### config.mk
export PLATFORM = sky130hd
export DESIGN_NAME = game_flow_manager
export DESIGN_NICKNAME = d
export VERILOG_FILES = /design/src/rtl/game_flow_manager.sv
export SDC_FILE = /design/constraint.sdc
export NUM_CORES = 1
export LEC_CHECK = 0
export CAP_MARGIN = 0
export CORE_ASPECT_RATIO = 1.1
export CORE_UTILIZATION = 54
export CTS_CLUSTER_SIZE = 25
export DETAILED_ROUTE_END_ITERATION = 10
export PLACE_DENSITY = 0.88
export RECOVER_POWER = 25
export SLEW_MARGIN = 20
export SYNTH_ARGS = -nofsm -noshare
export SYNTH_HDL_FRONTEND = slang
export SYNTH_SLANG_ARGS = --single-unit
### constraint.sdc
create_clock -name clk -period 5.7 [get_ports clk]
set_input_delay 1.71 -clock clk [delete_from_list [all_inputs] [get_ports clk]]
set_output_delay 1.71 -clock clk [all_outputs]
set_load 0.02 [all_outputs]
### src/rtl/game_flow_manager.sv
// Game flow sequencer: menu, play, died/win/game-over screens, level and lives
// bookkeeping, and a shared seconds timer for the timed screens.
module game_flow_manager #(
    parameter int unsigned NUM_LEVELS   = 4,
    parameter int unsigned LVL_W        = 2,
    parameter int unsigned LIVES        = 3,
    parameter int unsigned DIED_SEC     = 3,
    parameter int unsigned WIN_SEC      = 3,
    parameter int unsigned OVER_SEC     = 5,
    parameter int unsigned AUTO_ADVANCE = 1
) (
    input  logic             clk,
    input  logic             reset,
    input  logic             one_sec,
    input  logic             bumpy_died,
    input  logic             level_comp,
    input  logic             menu_comp,
    input  logic [LVL_W-1:0] lvl_selected,
    output logic             menu_screen,
    output logic             died_screen,
    output logic             win_screen,
    output logic             over_screen,
    output logic             reset_lvl_N,
    output logic [LVL_W-1:0] lvl,
    output logic [3:0]       lives_left,
    output logic             game_won
);

    localparam logic [LVL_W-1:0] LAST_LVL   = LVL_W'(NUM_LEVELS - 1);
    localparam logic [3:0]       LIVES_INIT = 4'(LIVES);
    localparam logic [3:0]       DIED_T     = 4'(DIED_SEC);
    localparam logic [3:0]       WIN_T      = 4'(WIN_SEC);
    localparam logic [3:0]       OVER_T     = 4'(OVER_SEC);
    localparam logic [3:0]       TIMER_MAX  = 4'hF;

    // One-hot encoding so every screen select is a bare state flop.
    typedef enum logic [4:0] {
        MENU = 5'b00001,
        DIED = 5'b00010,
        WIN  = 5'b00100,
        OVER = 5'b01000,
        PLAY = 5'b10000
    } state_t;

    state_t     state;
    logic [3:0] timer;
    logic       entry;

    assign menu_screen = state[0];
    assign died_screen = state[1];
    assign win_screen  = state[2];
    assign over_screen = state[3];
    // Gated by reset so the play field is held in reset during the reset cycle itself.
    assign reset_lvl_N = state[4] & ~reset;

    always_ff @(posedge clk) begin
        if (reset) begin
            state      <= MENU;
            timer      <= 4'd0;
            entry      <= 1'b1;
            lvl        <= '0;
            lives_left <= LIVES_INIT;
            game_won   <= 1'b0;
        end else begin
            game_won <= 1'b0;
            entry    <= 1'b0;

            // Strobes in the first cycle of a state are not counted; the timer saturates.
            if (one_sec && !entry && timer != TIMER_MAX &&
                (state == DIED || state == WIN || state == OVER)) begin
                timer <= timer + 4'd1;
            end

            // Every transition below restarts the timer and marks the entry cycle.
            unique case (state)
                MENU: begin
                    if (menu_comp) begin
                        lvl        <= (lvl_selected > LAST_LVL) ? LAST_LVL : lvl_selected;
                        lives_left <= LIVES_INIT;
                        state      <= PLAY;
                        timer      <= 4'd0;
                        entry      <= 1'b1;
                    end
                end
                PLAY: begin
                    if (level_comp) begin
                        state <= WIN;
                        timer <= 4'd0;
                        entry <= 1'b1;
                    end else if (bumpy_died) begin
                        timer <= 4'd0;
                        entry <= 1'b1;
                        if (lives_left > 4'd1) begin
                            lives_left <= lives_left - 4'd1;
                            state      <= DIED;
                        end else begin
                            lives_left <= 4'd0;
                            state      <= OVER;
                        end
                    end
                end
                DIED: begin
                    if (timer >= DIED_T) begin
                        state <= PLAY;
                        timer <= 4'd0;
                        entry <= 1'b1;
                    end
                end
                WIN: begin
                    if (timer >= WIN_T) begin
                        timer <= 4'd0;
                        entry <= 1'b1;
                        if (AUTO_ADVANCE != 0 && lvl < LAST_LVL) begin
                            lvl   <= lvl + LVL_W'(1);
                            state <= PLAY;
                        end else begin
                            state    <= MENU;
                            game_won <= (lvl == LAST_LVL);
                        end
                    end
                end
                OVER: begin
                    if (timer >= OVER_T) begin
                        state <= MENU;
                        timer <= 4'd0;
                        entry <= 1'b1;
                    end
                end
                default: begin
                    state <= MENU;
                    timer <= 4'd0;
                    entry <= 1'b1;
                end
            endcase
        end
    end

endmodule

==> results.sh, run 1 <==
export IMPL_outcome="completed"
export IMPL_antennaDiodeCount=0
export IMPL_syn_avg_cell_area_um2=8.68
export IMPL_grt_pass1_wl_mm=4.11
export IMPL_vdd_drop_max_mv=0.194
export IMPL_synth_async_reset_ratio=0
export IMPL_synthCells=132
export IMPL_crit_type="in2out"
export IMPL_die_width_um=45.9
export IMPL_cap_violations=0
export IMPL_grt_pass1_vias=946
export IMPL_wl_mm=2.41
export IMPL_hold_path_class="reg2reg"
export IMPL_power_density_nw_per_um2=266
export IMPL_finalCriticalPeriod_ns=5.02
export IMPL_min_delay_start="lives_left[3]$_SDFFE_PP0P_"
export IMPL_synthesis_area_um2=1150
export IMPL_seqPwrFrac=0.420
export IMPL_crit_fanout=14
export IMPL_fin_crit_sh=0.880
export IMPL_placementRows=17
export IMPL_tns_ns=0
export IMPL_cts_buffer_depth=2
export IMPL_overflow=0
export IMPL_worstMarginPinSlew_ns=0.563
export IMPL_finish_instance_area_um2=1340
export IMPL_p_leak_nw=0.518
export IMPL_synth_seq_area_share=0.297
export IMPL_rsz0062_at_grt="no"
export IMPL_place_inst=174
export IMPL_mostFrequentLayoutCells="dfxtp_1, clkdlybuf4s50_1, nor2_1, inv_1"
export IMPL_dpl_cell_area_um2=1320
export IMPL_slew_violations=0
export IMPL_finClkSkew_ns=0.000952
export IMPL_total_power_w=0.000356
export IMPL_place_hpwl_mm=1.83
export IMPL_intPower_w=0.000225
export IMPL_numCtsBuffers=3
export IMPL_r2r_start="timer[0]$_SDFF_PP0_"
export IMPL_synth_edf_count=0
export IMPL_synth_top_area_cell="dfxtp_1"
export IMPL_coreArea_um2=2000
export IMPL_clk_latency_ns=0.28
export IMPL_hold_violations=0
export IMPL_ios=20
export IMPL_antenna_left=0
export IMPL_drc=0
export IMPL_end_kind="output port"
export IMPL_power_switching_w=0.000131
export IMPL_final_common_cell="dfxtp_1"
export IMPL_ys_types=50
export IMPL_synth_area_leaders="dfxtp_1, ha_1, nor2_1"
export IMPL_synth_nets=146
export IMPL_swShare=0.368
export IMPL_htree_levels=1
export IMPL_ys_ff_latch=17
export IMPL_critPathRequiredTime_ns=3.99
export IMPL_nets=165
export IMPL_slew_headroom=0.624
export IMPL_cts_resized=0
export IMPL_dr_pass1_iters=4
export IMPL_synth_top_cell_area_share=0.297
export IMPL_p_comb_frac=0.399
export IMPL_worstPathArrival_ns=3.31
export IMPL_drive_gt1_frac=0.100
export IMPL_synth_ff_type="dfxtp_1"
export IMPL_start_util=0.573
export IMPL_path_clk_slew_ns=0.10
export IMPL_syn_to_final_growth_pct=16.7
export IMPL_cts_sinks=17
export IMPL_antenna_found_initial=0
export IMPL_setup_viol=0
export IMPL_post_cts_buffers=0
export IMPL_grt_max_degree=19
export IMPL_clockRootBuffer="clkbuf_4"
export IMPL_portBuffers=19
export IMPL_startpoint_type="primary input"
export IMPL_drt_iter0_drc=12
export IMPL_finalNonFillerCells=178
export IMPL_fillCellCount=179
export IMPL_hold_buffers=0
export IMPL_crit_path_start="reset"
export IMPL_die_area_um2=2310
export IMPL_tritoncts="done"
export IMPL_die_h_um=50.3
export IMPL_clkPwrFrac=0.181
export IMPL_gp_congestion=0.862
export IMPL_fmax_mhz=199
export IMPL_ys_warn_count=0
export IMPL_avgRoutedWirePerCell_um=13.6
export IMPL_routed_via_count=1045
export IMPL_via_per_inst=5.87
export IMPL_grt_util_all_layers=0.237
-- cells in the mapped netlist (2+ instances only) --
| cell type | number |
|---|---|
| dfxtp_1 | 17 |
| nor2_1 | 13 |
| inv_1 | 12 |
| ha_1 | 6 |
| o21ai_0 | 6 |
| a21oi_1 | 5 |
| nand2_1 | 5 |
| nand3_1 | 5 |
| o211ai_1 | 5 |
| nor2b_1 | 4 |
| nor3_1 | 4 |
| nor4b_1 | 4 |
| clkbuf_1 | 2 |
| mux2i_1 | 2 |
| nand3b_1 | 2 |
| nor3b_1 | 2 |
| nor4_1 | 2 |
| o32ai_1 | 2 |
| or4_1 | 2 |
| xor2_1 | 2 |
-- power groups by stage --
| stage | Combinational [W] | Clock (W) | Sequential (W) |
|---|---|---|---|
| after floorplan | 0.0000997 | 0 | 0.000154 |
| after global placement | 0.000138 | 0 | 0.000152 |
| after detailed placement | 0.000142 | 0 | 0.000153 |
| after CTS | 0.000143 | 0.0000643 | 0.000150 |
| after global routing | 0.000158 | 0.0000692 | 0.000152 |
| final | 0.000142 | 0.0000644 | 0.000150 |
-- per-layer routing --
layer  track usage  share of wire  up-vias
met5             0              0        -
met4        0.0931         0.0050        0
met3        0.0252          0.041        2
met2         0.369           0.48       30
met1         0.327           0.47      493
li1              -              -      520
-- flip-flops by register name, indices dropped and copies added, names as in the netlist --
name and flops:
state 5, lives_left 4, timer 4, lvl 2, entry 1, game_won 1
-- path summary, 6_finish.rpt --
| path | cells past startpoint | slack (ns) | end |
|---|---|---|---|
| worst max-delay path | 4 | 0.68 | reset_lvl_N |
| worst min-delay path | 2 | 0.52 | lives_left[3]$_SDFFE_PP0P_ |
| worst max register to register | 7 | 3.60 | state[4]$_SDFFE_PP0P_ |
| worst min register to register | 2 | 0.52 | lives_left[3]$_SDFFE_PP0P_ |
-- logic make-up after synthesis --
family                   count (synthesis)  synth area share
XOR/XNOR                                 3            0.0229
adder cells (fa/ha/maj)                  6            0.0655
AND/OR/NAND/NOR                         56             0.309
AO/OA/AOI/OAI                           29             0.183
flip-flops                              17             0.297
multiplexers                             3            0.0273
buffers and inverters                   18            0.0950
-- worst max-delay path, cell delays in order --
cell	delay, ns
dlygate4sd3_1	0.52
clkbuf_1	0.43
nor2b_1	0.09
clkdlybuf4s50_1	0.55
-- area by class of cell --
| class | instances | area, um2 | share of cell area |
|---|---|---|---|
| Sequential cell | 17 | 340 | 0.254 |
| Timing Repair Buffer | 20 | 194 | 0.145 |
| Tap cell | 28 | 35.0 | 0.0262 |
| Clock buffer | 4 | 26.3 | 0.0196 |
| Multi-Input combinational cell | 97 | 697 | 0.521 |
| Inverter | 12 | 45.0 | 0.0337 |
-- through the flow --
step	setup WS (ns)	hold slack, ns	utilization
after floorplan	1.77	0.490	-
after global placement	0.994	0.496	0.658
after detailed placement	0.985	0.521	0.658
after CTS	0.986	0.528	0.671
after global routing	0.615	0.541	0.669
final	0.683	0.522	0.669
Note: power is estimated with default switching activity, not from simulation.
==> run 2, diff against run 1 <==
--- a/config.mk
+++ b/config.mk
@@ -10,6 +10,7 @@
 export CORE_UTILIZATION = 54
 export CTS_CLUSTER_SIZE = 25
 export DETAILED_ROUTE_END_ITERATION = 10
+export GPL_ROUTABILITY_DRIVEN = 0
 export PLACE_DENSITY = 0.88
 export RECOVER_POWER = 25
 export SLEW_MARGIN = 20
==> results of run 2 <==
No change in the layout: final DEF, timing and power equal those of run 1.
